**src/rtl/bound_up_down_remove_if.sv**
```systemverilog
// Video stream bundle for the row-strip stage: raster input with syncs, cropped raster output
// plus per-line / per-frame status pulses.
interface bound_up_down_remove_if #(
  parameter int DW = 8
);
  logic          din_vsync;
  logic          din_hsync;
  logic [DW-1:0] din;
  logic          dout_vsync;
  logic          dout_hsync;
  logic [DW-1:0] dout;
  logic          err_line;
  logic          err_frame;
  logic          frame_done;

  modport master (
    output din_vsync, din_hsync, din,
    input  dout_vsync, dout_hsync, dout, err_line, err_frame, frame_done
  );

  modport slave (
    input  din_vsync, din_hsync, din,
    output dout_vsync, dout_hsync, dout, err_line, err_frame, frame_done
  );
endinterface

```
**src/rtl/bound_up_down_remove.sv**
```systemverilog
// Strips the R replicated rows added above and below each frame for the KSZ-tap window,
// forwarding only the IH original rows and flagging malformed lines and frames.
module bound_up_down_remove #(
  parameter int KSZ = 5,
  parameter int DW  = 8,
  parameter int IW  = 4,
  parameter int IH  = 2,
  parameter int CW  = 12
) (
  input logic                  clk,
  input logic                  rst,
  bound_up_down_remove_if.slave bus
);
  localparam int R = (KSZ - 1) / 2;
  localparam logic [CW-1:0] ROW_LO   = CW'(R);
  localparam logic [CW-1:0] ROW_HI   = CW'(R + IH - 1);
  localparam logic [CW-1:0] ROW_TOT  = CW'(IH + 2 * R);
  localparam logic [CW-1:0] LINE_LEN = CW'(IW);

  function automatic logic [CW-1:0] sat_inc(input logic [CW-1:0] v);
    return (&v) ? v : v + CW'(1);
  endfunction

  logic          vs_p1, hs_p1;
  logic          low_seen;
  logic          armed;
  logic [CW-1:0] row_cnt, col_cnt;
  logic          line_ok, line_keep;

  logic          vs_rise, vs_fall, hs_rise, hs_fall;
  logic [CW-1:0] row_eff, row_next;
  logic          ok_now, keep_now, fwd;
  logic [DW-1:0] pix;

  // Stage p0: edge detection and keep-window decision for the current input cycle.
  // low_seen blocks a false rising edge when reset releases in the middle of a frame.
  always_comb begin
    vs_rise  = bus.din_vsync & ~vs_p1 & low_seen;
    vs_fall  = ~bus.din_vsync & vs_p1;
    hs_rise  = bus.din_hsync & ~hs_p1;
    hs_fall  = ~bus.din_hsync & hs_p1;
    row_eff  = vs_rise ? '0 : row_cnt;
    ok_now   = hs_rise ? ((armed | vs_rise) & bus.din_vsync) : line_ok;
    keep_now = hs_rise ? (ok_now & (row_eff >= ROW_LO) & (row_eff <= ROW_HI)) : line_keep;
    // A line ending together with vsync is counted before the frame check.
    row_next = row_eff;
    if (hs_fall && line_ok && armed && !vs_rise) row_next = sat_inc(row_cnt);
    fwd = bus.din_hsync & keep_now;
    pix = fwd ? bus.din : '0;
  end

  // Stage p1: registered state and outputs, one cycle behind the input.
  always_ff @(posedge clk) begin
    if (rst) begin
      vs_p1          <= 1'b0;
      hs_p1          <= 1'b0;
      low_seen       <= 1'b0;
      armed          <= 1'b0;
      row_cnt        <= '0;
      col_cnt        <= '0;
      line_ok        <= 1'b0;
      line_keep      <= 1'b0;
      bus.dout_vsync <= 1'b0;
      bus.dout_hsync <= 1'b0;
      bus.dout       <= '0;
      bus.err_line   <= 1'b0;
      bus.err_frame  <= 1'b0;
      bus.frame_done <= 1'b0;
    end else begin
      vs_p1    <= bus.din_vsync;
      hs_p1    <= bus.din_hsync;
      low_seen <= low_seen | ~bus.din_vsync;
      if (vs_fall)      armed <= 1'b0;
      else if (vs_rise) armed <= 1'b1;
      row_cnt <= row_next;
      if (hs_rise)            col_cnt <= CW'(1);
      else if (bus.din_hsync) col_cnt <= sat_inc(col_cnt);
      if (hs_rise) begin
        line_ok   <= ok_now;
        line_keep <= keep_now;
      end
      bus.dout_vsync <= bus.din_vsync;
      bus.dout_hsync <= fwd;
      bus.dout       <= pix;
      bus.err_line   <= hs_fall & (~line_ok | (col_cnt != LINE_LEN));
      bus.err_frame  <= vs_fall & armed & (row_next != ROW_TOT);
      bus.frame_done <= vs_fall;
    end
  end
endmodule

```
**src/flat_wrapper.sv**
```systemverilog
// flat-port wrapper written by rule: the top's interface ports become plain ports
module bound_up_down_remove_flat 
#(
  parameter int KSZ = 5,
  parameter int DW  = 8,
  parameter int IW  = 4,
  parameter int IH  = 2,
  parameter int CW  = 12
)
  (clk, rst, bus_din_vsync, bus_din_hsync, bus_din, bus_dout_vsync, bus_dout_hsync, bus_dout, bus_err_line, bus_err_frame, bus_frame_done);
  bound_up_down_remove_if #(.DW(DW)) bus_i ();
  input logic clk;
  input logic rst;
  input wire logic [$bits(bus_i.din_vsync)-1:0] bus_din_vsync;
  input wire logic [$bits(bus_i.din_hsync)-1:0] bus_din_hsync;
  input wire logic [$bits(bus_i.din)-1:0] bus_din;
  output wire logic [$bits(bus_i.dout_vsync)-1:0] bus_dout_vsync;
  output wire logic [$bits(bus_i.dout_hsync)-1:0] bus_dout_hsync;
  output wire logic [$bits(bus_i.dout)-1:0] bus_dout;
  output wire logic [$bits(bus_i.err_line)-1:0] bus_err_line;
  output wire logic [$bits(bus_i.err_frame)-1:0] bus_err_frame;
  output wire logic [$bits(bus_i.frame_done)-1:0] bus_frame_done;
  assign bus_i.din_vsync = bus_din_vsync;
  assign bus_i.din_hsync = bus_din_hsync;
  assign bus_i.din = bus_din;
  assign bus_dout_vsync = bus_i.dout_vsync;
  assign bus_dout_hsync = bus_i.dout_hsync;
  assign bus_dout = bus_i.dout;
  assign bus_err_line = bus_i.err_line;
  assign bus_err_frame = bus_i.err_frame;
  assign bus_frame_done = bus_i.frame_done;
  bound_up_down_remove #(.KSZ(KSZ), .DW(DW), .IW(IW), .IH(IH), .CW(CW)) u_core (.clk(clk), .rst(rst), .bus(bus_i));
endmodule
```
**config.mk**
```make
export PLATFORM = sky130hd
export DESIGN_NAME = bound_up_down_remove_flat
export DESIGN_NICKNAME = d
export VERILOG_FILES = /design/src/rtl/bound_up_down_remove_if.sv /design/src/rtl/bound_up_down_remove.sv /design/src/flat_wrapper.sv
export SDC_FILE = /design/constraint.sdc
export NUM_CORES = 1
export LEC_CHECK = 0
export ABC_AREA = 1
export CAP_MARGIN = 5
export CORE_MARGIN = 3
export CORE_UTILIZATION = 33
export CTS_BUF_LIST = sky130_fd_sc_hd__clkbuf_8 sky130_fd_sc_hd__clkbuf_16
export DETAILED_ROUTE_END_ITERATION = 6
export GPL_TIMING_DRIVEN = 0
export MAX_ROUTING_LAYER = met4
export PLACE_DENSITY = 0.49
export SLEW_MARGIN = 20
export SYNTH_ARGS = -nofsm -noshare
export SYNTH_HDL_FRONTEND = slang
export SYNTH_SLANG_ARGS = --single-unit
```
**constraint.sdc**
```tcl
create_clock -name clk -period 2.34 [get_ports clk]
set_clock_uncertainty 0.15 [all_clocks]
set_input_delay 0.234 -clock clk [delete_from_list [all_inputs] [get_ports clk]]
set_output_delay 0.234 -clock clk [all_outputs]
set_load 0.05 [all_outputs]
```
Yosys cells after proc, flatten, opt, wreduce, memory -nomap -nowiden:

Cells that the tools add are included.

* $add $sub $neg: 2
* $lt $le $gt $ge: 2
* equality and inequality tests: 3
* multiplexer cells: 8
* bitwise gates (word level): 22
* reduce and logical (&&, ||, !) cells: 12

Operators with widths (count)
* 12-bit two-way mux: 3
* 12-bit by 1-bit adder with 12-bit output (second input constant): 2
* 12-bit by 3-bit != test with 1-bit output (second input constant): 2
* 12-bit AND reduction: 2
* 1-bit bitwise AND: 12
* 12-bit by 2-bit greater-or-equal comparator with 1-bit output (second input constant): 1
* 12-bit by 2-bit <= comparator with 1-bit output (second input constant): 1
* 1-bit NOT: 7
* 2-bit OR reduction: 3
* 1-bit two-way mux: 5
* 2-bit AND reduction: 2
* 1-bit logical AND: 3
* 1-bit bitwise OR: 3
* 2-bit by 1-bit != test with 1-bit output (second input constant): 1
* 2-bit nonzero test: 1
* 1-bit logical NOT: 1

* register bits after elaboration: 42
* bits of input ports: 12
* output and inout bits: 13

Longest topological paths before layout:

* depth in word-level cells: 12
* mapped depth: 14
* gate-level depth less buffers: 13

Worst setup path before layout:

Ideal clock, no wire load.

* path type: reg-to-reg
* start point: register, netlist name u_core.bus.dout_vsync
* end point: register u_core.bus.err_frame
* library setup time: 0.125 ns
* arrival time: 1.587 ns
* data required time: 2.065 ns
* slack: 0.478 ns
* cell stages (with the launch flop): 12
* period minus slack after synthesis: 1.862 ns
* cells stage by stage: dfxtp_1 -> inv_1 -> nand3_1 -> inv_1 -> nor2_8 -> nand3_1 -> o21ai_2 -> nand3_1 -> nor2_1 -> nand2_1 -> nand2_1 -> nor2_2

RTL lines
* end signal, assigned: line bound_up_down_remove.sv:86 `bus.err_frame <= vs_fall & armed & (row_next != ROW_TOT);`
* end, declared: line bound_up_down_remove_if.sv:23 `output dout_vsync, dout_hsync, dout, err_line, err_frame, frame_done`

Worst setup path after layout:

* start point: register u_core.row_cnt[1]
* end point: register u_core.bus.err_frame

* word-level cells in the longest chain between the ends: 5
* elaborated cells between the ends (all ways): 7
* classes of those cells: add/sub: 1; eq/ne: 1; mux: 3; bitwise: 1; reduce/logical: 1

RTL lines
* start, declared: line bound_up_down_remove.sv:27 `logic [CW-1:0] row_cnt, col_cnt;`
* start signal, assigned: line bound_up_down_remove.sv:75 `row_cnt <= row_next;`
* 12-bit by 1-bit adder with 12-bit output / 12-bit AND reduction (equally long branches): line bound_up_down_remove.sv:21 `return (&v) ? v : v + CW'(1);`
* 12-bit two-way mux: line bound_up_down_remove.sv:21
* 12-bit two-way mux *: line bound_up_down_remove.sv:47 `if (hs_fall && line_ok && armed && !vs_rise) row_next = sat_inc(row_cnt);`
* 12-bit by 3-bit != test with 1-bit output *: line bound_up_down_remove.sv:86
* 1-bit bitwise AND *: line bound_up_down_remove.sv:86

Every way passes the cells marked *; elsewhere a longest branch is shown, timed or not.
A chain may end at the register's enable or synchronous reset.

==> qor.csv <==
metric,value,unit
hold_end,u_core.bus.dout[4],
setup-tns-final,0,ps
synthesis.nets,334,
grt_pass1_wl,8983,um
layout_commonest_cell,nand2_1,
r2r_end,u_core.bus.err_frame,
dpl.hpwl,3712,um
slew_viol_final,0,
drive_above_1_share,11.68,%
grt_max_degree,15,
hold_start,bus_din[4],
syn_inst,319,
postPlaceCellArea,2556,um^2
synth_area,2220,um^2
netlist.area_leader.share,37.88,%
ff2ff_path_depth,12,
seq_area,842.1,um^2
fillers,694,
p_leak,1.150,nW
max-vdd-ir-drop,212.0,uV
fin_cells,428,
ys_seq_elements,42,
antenna_found_initial,0,
cp_max_fo,6,
clock-sinks,42,
firstDrtPassIters,4,
remaining_drc_errors,0,
worstSetupPathType,flop to flop,
numCtsBuffers,5,
synth_xor_area_share,2.762,%
synthArstFlopShare,0,%
ff2ff_setup_slack,220,ps
clk_latency,290,ps
rsz0062_at_grt,no,
clockBufferDepth,2,
ios,25,
wl_per_cell,11.71,um
required,2360,ps
rows,29,
die_y,88.02,um
dp.cells,420,
clkTransAtPathRegs,90,ps
grt_use_total,15.10,%
grt-ovfl-total,0,
relSlewSlack,60.67,%
die-area,7747,um^2
final_area,2695,um^2
yosysWarnings,0,
final_cell_mix,"nand2_1, inv_1, dfxtp_1, nor2_1, nand3_1",
r2r_start,u_core.row_cnt[1],
min_path_cells,3,
gp_congestion,0.7732,
final_nets,365,
finalCriticalPeriod,2124,ps
grt_pass1_vias,2007,
setup_viol,0,
netlist-cell-type-count,32,
drt_wl_total,5010,um
hold_ws,300.9,ps
multi_input_area,1157,um^2
clockRootBuffer,clkbuf_8,
synth_simple_gate_area_share,40.53,%
initial_core_util,34.56,%
worst_pin_slew,590.0,ps
die_x,88.02,um
synth-edff-count,0,
drt_iter0_markers,73,
status,finished clean,
synth_compound_area_share,7.159,%
synthAdderAreaFrac,1.691,%
power.density,560.4,nW/um^2
yosysSeqAreaShare,37.88,%
cts_tree,built,
avgSynthCellArea,6.958,um^2
cts_hold_buf,0,
synth_flop_cell,dfxtp_1,
muxShareOfSynthArea,0,%
fmax,0.4708,GHz
startpoint_type,flop,
final-hold-violation-count,0,
htreeDepth,2,
crit_path_end_kind,flop,
fp.coreArea,6422,um^2
hold_path_class,primary input to flop,
synth_top_family_by_area,simple AND/OR/NAND/NOR gates,
crit_arrival,2150,ps
drv_cap,0,
ys_top_cells_by_area,"dfxtp_1, nand2_1, inv_1, nand3_1, nor2_1",
num_vias,2005,
post-route-period-util,90.77,%
ant_nets,0,
antenna_cells,0,
port_buffers,24,
yosysTopAreaCell,dfxtp_1,
vias_per_cell,4.685,
area_growth,21.42,%
==> synth_stat cells, types with 3 or more instances <==
master / n
o21ai_1: 3
ha_1: 3
nand4_1: 8
inv_2: 4
o21ai_0: 3
a21oi_1: 16
nor2_2: 6
nor4_1: 4
nor2_1: 40
nand2_2: 5
xor2_1: 6
dfxtp_1: 42
nor3_1: 7
nand2_1: 65
inv_1: 49
nand3_2: 4
nand3_1: 34
==> layout make-up <==
cell class | instances | share of cell area (%)
Clock buffer | 5 | 2.553
Buffer | 4 | 0.8357
Sequential cell | 42 | 31.24
Tap cell | 77 | 3.575
Clock inverter | 3 | 2.553
Multi-Input combinational cell | 220 | 42.94
Timing Repair Buffer | 24 | 8.914
Inverter | 53 | 7.382
==> worst max-delay path, stage by stage (launching register included) <==
cell,delay [ps]
dfxtp_1,440
ha_1,260
nand2_1,110
nor2_2,150
nand2_1,70
nand2_1,50
nand3_1,50
a21boi_0,290
nand2_1,90
nor2_1,160
nand2_1,70
nand2_1,70
nor2_2,30
==> repair_timing <==
item | CTS | global route
setup endpoints to repair | 0 | 1
setup buffers | 0 | 0
endpoints found under the hold margin | 0 | 0
gates resized for setup | 0 | 1
==> how the worst max path moves through the flow <==
stage	endpoint	slack, ps	depth (start not counted)	from
finish	u_core.bus.err_frame	220	12	u_core.row_cnt[1]
global route	u_core.bus.err_frame	20	12	u_core.row_cnt[1]
CTS	u_core.bus.err_frame	220	12	u_core.row_cnt[0]
detailed placement	u_core.bus.err_frame	30	10	bus_din_hsync
global placement	u_core.bus.err_frame	9	10	bus_din_hsync
floorplan	u_core.bus.err_frame	480	11	u_core.bus.dout_vsync
==> routing by layer <==
layer  vias to the layer above  track usage (%)  wire length, um  part of all wire [%]
li1                       1078                -                -                     -
met1                       903            19.40             2442                    49
met2                        22            24.04             2380                    48
met3                         2            3.104              153                   3.1
met4                         0            4.258               34                  0.68
met5                         -                -                0                     0
==> flip-flops by register name, summed over array words and instances (netlist names) <==
register and flops:
u_core.hs_p1 1, u_core.line_keep 1, u_core.bus.err_frame 1, u_core.bus.dout_vsync 1
u_core.low_seen 1, u_core.armed 1, u_core.bus.dout 8, u_core.bus.err_line 1
u_core.line_ok 1, u_core.bus.frame_done 1, u_core.row_cnt 12, u_core.bus.dout_hsync 1
u_core.col_cnt 12
==> per-stage QoR <==
step | power, mW | utilization [%] | worst slack, ps
after CTS | 1.537 | 41.94 | 216.1
after global placement | 0.8322 | 39.80 | 8.660
after detailed placement | 0.8329 | 39.80 | 30.00
after floorplan | 0.7938 | - | 477.6
final | 1.510 | 41.96 | 216.0
after global routing | 1.590 | 41.96 | 16.94
==> logic make-up (layout without fill, tap and decap cells) <==
family          Yosys count  in the layout
buf+inv                  57             89
simple gates            182            182
fa+ha+maj                 3              3
flops                    42             42
compound gates           28             28
xor+xnor                  7              7
==> power breakdown <==
part	total, mW	switching, mW	internal, mW
logic	0.0851	0.0511	0.0340
clock network	0.696	0.268	0.428
registers	0.729	0.00691	0.723
Power figures use the tool's default switching activity.
